`src/rtl/fc_pass_scheduler.sv`:
```
// fc_pass_scheduler
//   Sequences one fully-connected layer pass. A start pulse walks every
//   output-neuron group: it issues the input/weight read beats, aligns the
//   bank select / MAC enable / accumulator sload with the returning read data,
//   drains the read and MAC pipelines, then writes the group result under an
//   out_ready handshake. done pulses once after the final group write.
//
// Ports
//   clock        rising-edge clock
//   reset        asynchronous active-high reset, clears all state and outputs
//   start        pass request, sampled only while idle
//   abort        synchronous cancel, back to idle next cycle, no write/done
//   out_ready    result memory can take a write this cycle
//   busy         pass in progress (cycle after accepted start .. final write)
//   done         one-cycle pulse after the last group write
//   rden         read enable for input-neuron and weight memories
//   in_addr      input-neuron bank address (shared by ports a and b)
//   weight_addr  weight address
//   bank_sel     PI bank select for the q_a/q_b muxes, aligned to read data
//   enable_mult  MAC input valid, aligned to read data
//   accum_sload  restart accumulation on the first data beat of a group
//   out_wren     result write strobe
//   out_addr     group index being written
module fc_pass_scheduler #(
    parameter int OUTNEURON      = 16,
    parameter int INNEURON       = 64,
    parameter int PI             = 4,
    parameter int PO             = 2,
    parameter int RD_LATENCY     = 2,
    parameter int MAC_LATENCY    = 3,
    parameter int IN_ADDR_WIDTH  = 8,
    parameter int W_ADDR_WIDTH   = 12,
    parameter int OUT_ADDR_WIDTH = 8
) (
    input  logic                      clock,
    input  logic                      reset,
    input  logic                      start,
    input  logic                      abort,
    input  logic                      out_ready,
    output logic                      busy,
    output logic                      done,
    output logic                      rden,
    output logic [IN_ADDR_WIDTH-1:0]  in_addr,
    output logic [W_ADDR_WIDTH-1:0]   weight_addr,
    output logic [3:0]                bank_sel,
    output logic                      enable_mult,
    output logic                      accum_sload,
    output logic                      out_wren,
    output logic [OUT_ADDR_WIDTH-1:0] out_addr
);

    localparam int BEATS      = INNEURON / 2;
    localparam int BANK_DEPTH = BEATS / PI;
    localparam int GROUPS     = OUTNEURON / PO;
    localparam int DRAIN_CYC  = RD_LATENCY + MAC_LATENCY;
    localparam int K_W        = (BEATS > 1) ? $clog2(BEATS) : 1;
    localparam int G_W        = (GROUPS > 1) ? $clog2(GROUPS) : 1;
    localparam int D_W        = $clog2(DRAIN_CYC + 1);

    typedef enum logic [1:0] {
        IDLE  = 2'd0,
        READ  = 2'd1,
        DRAIN = 2'd2,
        WRITE = 2'd3
    } state_t;

    state_t         state, state_nx;
    logic [G_W-1:0] g, g_nx;
    logic [K_W-1:0] k, k_nx;
    logic [D_W-1:0] dcnt, dcnt_nx;
    logic           issue;    // a read beat is issued in the next cycle
    logic           last_wr;  // final group write accepted this cycle

    // Issue-side beat attributes, registered together with rden
    logic [3:0]     bank_iss;
    logic           first_iss;

    // Read-latency alignment pipeline
    logic           vld_p   [RD_LATENCY];
    logic [3:0]     bank_p  [RD_LATENCY];
    logic           first_p [RD_LATENCY];

    // ---------------- next-state / control ----------------
    always_comb begin
        state_nx = state;
        g_nx     = g;
        k_nx     = k;
        dcnt_nx  = dcnt;
        issue    = 1'b0;
        last_wr  = 1'b0;
        case (state)
            IDLE: begin
                g_nx = '0;
                k_nx = '0;
                if (start) begin
                    state_nx = READ;
                    issue    = 1'b1;
                end
            end
            READ: begin
                if (k == K_W'(BEATS - 1)) begin
                    state_nx = DRAIN;
                    dcnt_nx  = D_W'(DRAIN_CYC - 1);
                end else begin
                    k_nx  = k + K_W'(1);
                    issue = 1'b1;
                end
            end
            DRAIN: begin
                if (dcnt == '0) state_nx = WRITE;
                else            dcnt_nx  = dcnt - D_W'(1);
            end
            WRITE: begin
                if (out_ready) begin
                    if (g == G_W'(GROUPS - 1)) begin
                        state_nx = IDLE;
                        last_wr  = 1'b1;
                    end else begin
                        state_nx = READ;
                        g_nx     = g + G_W'(1);
                        k_nx     = '0;
                        issue    = 1'b1;
                    end
                end
            end
            default: state_nx = IDLE;
        endcase
        // abort overrides every transition, including a start in IDLE
        if (abort) begin
            state_nx = IDLE;
            g_nx     = '0;
            k_nx     = '0;
            issue    = 1'b0;
            last_wr  = 1'b0;
        end
    end

    always_ff @(posedge clock or posedge reset) begin
        if (reset) begin
            state    <= IDLE;
            g        <= '0;
            k        <= '0;
            dcnt     <= '0;
            busy     <= 1'b0;
            done     <= 1'b0;
            out_addr <= '0;
        end else begin
            state    <= state_nx;
            g        <= g_nx;
            k        <= k_nx;
            dcnt     <= dcnt_nx;
            busy     <= (state_nx != IDLE);
            done     <= last_wr;
            out_addr <= OUT_ADDR_WIDTH'(g_nx);
        end
    end

    // ---------------- issue stage ----------------
    // Groups occupy contiguous weight ranges, so the weight address simply
    // keeps counting across groups and only restarts at the start of a pass.
    always_ff @(posedge clock or posedge reset) begin
        if (reset) begin
            rden        <= 1'b0;
            in_addr     <= '0;
            weight_addr <= '0;
            bank_iss    <= '0;
            first_iss   <= 1'b0;
        end else begin
            rden <= issue;
            if (issue) begin
                first_iss <= (k_nx == '0);
                if (k_nx == '0) begin
                    in_addr     <= '0;
                    bank_iss    <= '0;
                    weight_addr <= (g_nx == '0) ? '0 : weight_addr + W_ADDR_WIDTH'(1);
                end else begin
                    weight_addr <= weight_addr + W_ADDR_WIDTH'(1);
                    if (in_addr == IN_ADDR_WIDTH'(BANK_DEPTH - 1)) begin
                        in_addr  <= '0;
                        bank_iss <= bank_iss + 4'd1;
                    end else begin
                        in_addr  <= in_addr + IN_ADDR_WIDTH'(1);
                    end
                end
            end
        end
    end

    // ---------------- data-alignment stages ----------------
    // Abort flushes beats still in flight so the MAC sees no stray enables.
    always_ff @(posedge clock or posedge reset) begin
        if (reset) begin
            for (int i = 0; i < RD_LATENCY; i++) begin
                vld_p[i]   <= 1'b0;
                bank_p[i]  <= '0;
                first_p[i] <= 1'b0;
            end
        end else begin
            vld_p[0]   <= rden & ~abort;
            bank_p[0]  <= bank_iss;
            first_p[0] <= first_iss;
            for (int i = 1; i < RD_LATENCY; i++) begin
                vld_p[i]   <= vld_p[i-1] & ~abort;
                bank_p[i]  <= bank_p[i-1];
                first_p[i] <= first_p[i-1];
            end
        end
    end

    assign enable_mult = vld_p[RD_LATENCY-1];
    assign bank_sel    = bank_p[RD_LATENCY-1];
    assign accum_sload = vld_p[RD_LATENCY-1] & first_p[RD_LATENCY-1];

    // The only combinational output: the write strobe follows out_ready
    assign out_wren = (state == WRITE) & out_ready & ~abort;

endmodule

```
`config.mk`:
```
export PLATFORM = sky130hd
export DESIGN_NAME = fc_pass_scheduler
export DESIGN_NICKNAME = d
export VERILOG_FILES = /design/src/rtl/fc_pass_scheduler.sv
export SDC_FILE = /design/constraint.sdc
export NUM_CORES = 1
export LEC_CHECK = 0
export CORE_MARGIN = 4
export CORE_UTILIZATION = 40
export DETAILED_ROUTE_END_ITERATION = 10
export PLACE_DENSITY = 0.69
export SLEW_MARGIN = 20
export SYNTH_ARGS = -nofsm -noshare
export SYNTH_HDL_FRONTEND = slang
export SYNTH_SLANG_ARGS = --single-unit
```
`constraint.sdc`:
```
create_clock -name clock -period 2.9 [get_ports clock]
set_input_delay 0.435 -clock clock [delete_from_list [all_inputs] [get_ports clock]]
set_output_delay 0.435 -clock clock [all_outputs]
set_load 0.1 [all_outputs]
```
# [Word level (Yosys, flattened, before mapping)]
# Cells that the tools add are included.
[op_classes] shifts=0 magnitude_cmp=0 n_mul=0 n_div=0 reduce_logical=9 add_sub_neg=6 n_mux=35 n_eq_ne=8 bitwise=6
[ops] operator="12-bit 2-to-1 mux" n=2
[ops] operator="5-bit 2-to-1 mux" n=4
[ops] operator="8-bit 2-to-1 mux" n=2
[ops] operator="3-bit 2-to-1 mux" n=5
[ops] operator="5-bit case mux with 3 select lines" n=1
[ops] operator="12-bit by 1-bit adder with 12-bit output, second input constant" n=1
[ops] operator="3-bit case mux with 2 select lines" n=2
[ops] operator="1-bit 2-to-1 mux" n=10
[ops] operator="2-bit 2-to-1 mux" n=5
[ops] operator="8-bit by 1-bit adder with 8-bit output, second input constant" n=1
[ops] operator="8-bit by 3-bit equality test with 1-bit output, second input constant" n=1
[ops] operator="4-bit 2-to-1 mux" n=2
[ops] operator="2-bit case mux with 4 select lines" n=1
[ops] operator="3-bit logical NOT" n=2
[ops] operator="2-bit nonzero test" n=3
[ops] operator="5-bit by 1-bit adder with 5-bit output, second input constant" n=1
[ops] operator="1-bit AND" n=5
[ops] operator="5-bit equality test, second input constant" n=1
[ops] operator="5-bit logical NOT" n=1
[ops] operator="4-bit by 1-bit adder with 4-bit output, second input constant" n=1
[ops] operator="2-bit equality test, second input constant" n=2
[ops] operator="2-bit != test, second input constant" n=2
[ops] operator="3-bit by 1-bit adder with 3-bit output, second input constant" n=1
[ops] operator="3-bit equality test, second input constant" n=1
[ops] operator="other kinds (7)" n=7
[word_totals] latchBits=0 ram_bits=0 output_inout_bits=38 ff_bits=53 memories=0 mem_bits_ro=0 wordCells=81

# [Longest topological paths before layout]
[logic_depth] ltp_word=8 mapped_depth=12 mapped_depth_nobuf=10

# [Worst setup path before layout]
# No wires, ideal clock.
[synth_timing] kind="flip-flop to flip-flop" start="register, netlist name out_addr[0]" end="register weight_addr[8]" setup_slack_ps=-3 synth_period_minus_slack_ps=2903 setup_time_ps=126 arrival_time_ps=2777 stages_incl_launch_ff=9 required_ps=2774 cell_sequence="dfrtp_1 -> ha_1 -> a21bo_4 -> nor2_2 -> or3_1 -> a2111o_1 -> nor2_4 -> nor2_2 -> a221o_1"
[synth_rtl] item="to (signal assigned)" line_no="175" rtl="weight_addr <= (g_nx == '0) ? '0 : weight_addr + W_ADDR_WIDTH'(1);"
[synth_rtl] item="to (signal assigned)" line_no="177" rtl="weight_addr <= weight_addr + W_ADDR_WIDTH'(1);"
[synth_rtl] item="to (decl)" line_no="44" rtl="output logic [W_ADDR_WIDTH-1:0] weight_addr,"

# [Worst setup path after layout]
[layout_timing] start="register state[1]" end="register in_addr[1]"
[layout_via] elab_chain_cells=5 elab_cells_between_ends=9 classes_between="eq/ne: 2; mux: 5; reduce/logical: 2"
[layout_rtl] item="from (decl)" line_no="67" rtl="state_t state, state_nx;"
[layout_rtl] item="from (signal assigned)" line_no="148" rtl="state <= state_nx;"
[layout_rtl] item="2-bit equality test, or another cell as far along" line_no="91" rtl="case (state)"
[layout_rtl] item="5-bit case mux with 3 select lines *" line_no="91"
[layout_rtl] item="5-bit 2-to-1 mux *" line_no="129" rtl="if (abort) begin"
[layout_rtl] item="net k_nx[2]" line_no="69" rtl="logic [K_W-1:0] k, k_nx;"
[layout_rtl] item="5-bit logical NOT *" line_no="172" rtl="if (k_nx == '0) begin"
[layout_rtl] item="8-bit 2-to-1 mux *" line_no="172"
[layout_rtl] item="to (signal assigned)" line_no="182" rtl="in_addr <= in_addr + IN_ADDR_WIDTH'(1);"
[layout_rtl] item="to (decl)" line_no="43" rtl="output logic [IN_ADDR_WIDTH-1:0] in_addr,"
# Mark *: on every way through the listed nets, which the timed path passes. The rest lies on a longest branch.
# A chain may end at the register's enable or synchronous reset.

==> flow_summary.toml <==
[grt]
grt_pass1_wl_um = 9920
first_global_vias = 2085
grtUsageTotal = 0.145
grt_max_degree = 28
grt.overflow.total = 0
grt_antenna_before_repair = 0

[routing]
dr.pass1.iters = 6
wire_per_inst_um = 14.1
totalWireLength_um = 5630
viasPerCell = 5.47
drc = 0
ant_nets = 0
drt-initial-drc-count = 198
vias = 2177

[cts]
clockRootBuffer = "clkbuf_8"
cts_setup_buffers = 0
cts_hold_buf = 0
cts_max_level = 2
clk_latency_ps = 310
cts_resized = 0
cts.path.max_buffers = 2
cts_tree = "built"
clock_sinks = 53
clk_pin_slew_ps = 110
cts_buffers = 5

[sta]
slew_viol_final = 0
fin_ws_ps = 360
whs_ps = 358
layout_min_cycle_time_ps = 2540
finalHoldViolations = 0
period_share = 0.876
tightest_slew_ps = 580
grt_setup_unrepaired = "false"
final-setup-viol-count = 0
fmax_mhz = 394
slew_headroom = 0.613
finClkSkew_ps = 8.88
fin_setup_tns_ps = 0

[logic_synthesis]
synth_ff_type = "dfrtp_1"
syn_area_per_cell_sq_um = 9.75
synth_edf_count = 0
ys_seq_elements = 53
synth_top_area_share = 0.486
syn_inst = 280
yosys-top-cells-count = "53 x dfrtp_1, 32 x nand2_1, 19 x nor2_1"
synthArstFlopShare = 1.00
yosys_warnings = 0
yosysMostFrequentCell = "dfrtp_1"
synth_top_area_cell = "dfrtp_1"
ys_top_cells_by_area = "dfrtp_1 49%, ha_1 5.5%, nand2_1 4.4%"
synth.cell_area_sq_um = 2730
synthDistinctLibCells = 50
yosysSeqAreaShare = 0.486

[final_layout]
area_delta_synth_final_pct = 17.8
diodes = 0
area.sequential_sq_um = 1330
drive_above_1_share = 0.184
fillers = 608
nets = 337
multi_input_area_sq_um = 1280

[power_and_ir_drop]
ir_worst_vdd_v = 0.000245
power_density_nw_per_um2 = 469
power_leakage_nw = 1.54
power_mw = 1.51

[critical_path]
crit_type = "flop to flop"
required_ps = 3140
max_stage_delay_ps = 440
path_delay_family = "simple AND/OR/NAND/NOR gates"
critical_path_arrival_ps = 2780
startpoint_type = "flop"
critPathBufInv = 1
slowest_stage = "dfrtp_1"
end_kind = "flop"
worstPathMaxFanout = 7
worstPathCellList = "inv_1, ha_1, nor2b_1, a21oi_1, a211oi_1, nor3_1, and2_1, or2_2, o21ai_0"

[floorplanning]
die_y_um = 90.6
die_area_sq_um = 8210
fp.coreArea_sq_um = 6490
die_x_um = 90.6
io_pins = 43
initial_utilization = 0.420
num_rows = 29

[placement]
port_buffers = 37
pre_cts_slack_ps = 202
finalWeightedCongestion = 0.889
place_hpwl_um = 4180

[run_status]
outcome = "completed"

[job]
cap_violations = 0

[min_path]
hold_class = "flop to flop"
[state kept, by name (all words and copies together) (netlist names), 3 cells and up]
signal	flops
out_addr	3
in_addr	8
bank_sel	4
dcnt	3
weight_addr	12
bank_iss	4
k	5
bank_p	4
[cell type report]
cell class              count  share of cell area
clock inverters             3             0.00817
clock buffers               5              0.0214
inverters                   9              0.0105
well taps                  77              0.0300
multi-input cells         205               0.399
flip-flops and latches     53               0.413
repair buffers             46               0.118
[routing by layer]
layer  GRT usage  vias to the layer above  part of all wire
met4      0.0446                        0             0.012
met2       0.234                       58              0.48
met5           0                        -                 0
met1       0.193                     1044              0.46
li1            -                     1070                 -
met3      0.0358                        5             0.052
[cells in the final DEF, fill, tap and decap left out, types with 8 or more instances in the layout]
| cell type | instances |
|---|---|
| a21oi_1 | 9 |
| buf_4 | 40 |
| nand3_1 | 14 |
| dfrtp_1 | 52 |
| nand2_1 | 32 |
| nor2_1 | 19 |
| inv_1 | 8 |
| ha_1 | 12 |
| o21ai_0 | 17 |
[path summary, 6_finish.rpt]
check                                         start                      to  slack, ps  depth (start not counted)
worst max-delay path             state[1]$_DFF_PP0_  in_addr[1]$_DFFE_PP0P_        360                          9
worst min-delay path            bank_p[4]$_DFF_PP0_   bank_sel[0]$_DFF_PP0_        360                          0
worst max register to register   state[1]$_DFF_PP0_  in_addr[1]$_DFFE_PP0P_        360                          9
worst min register to register  bank_p[4]$_DFF_PP0_   bank_sel[0]$_DFF_PP0_        360                          0
max in group asynchronous                     reset   out_addr[0]$_DFF_PP0_       1860                          3
min in group asynchronous                     reset  in_addr[2]$_DFFE_PP0P_        490                          2
[through the flow]
stage               utilization  area [sq um]  instances
global placement          0.480          3120        390
detailed placement        0.480          3120        390
finish                    0.495          3220        398
CTS                       0.495          3220        398
global route              0.495          3220        398
floorplan                     -          2750        284
[power breakdown]
part,internal (mW),switching (mW)
logic,0.0733,0.213
clock network,0.176,0.266
registers,0.764,0.0174
total,1.01,0.496
[logic make-up after synthesis]
kind of cell	count (synthesis)	share of synthesized area
AOI/OAI and AO/OA	62	0.154
xor gates and xnor gates	6	0.0192
adders and majority gates	12	0.0550
buffers and inverters	26	0.0500
DFF	53	0.486
muxes	3	0.0115
other	1	0.00137
and+or+nand+nor	117	0.223
Power figures use the tool's default switching activity.
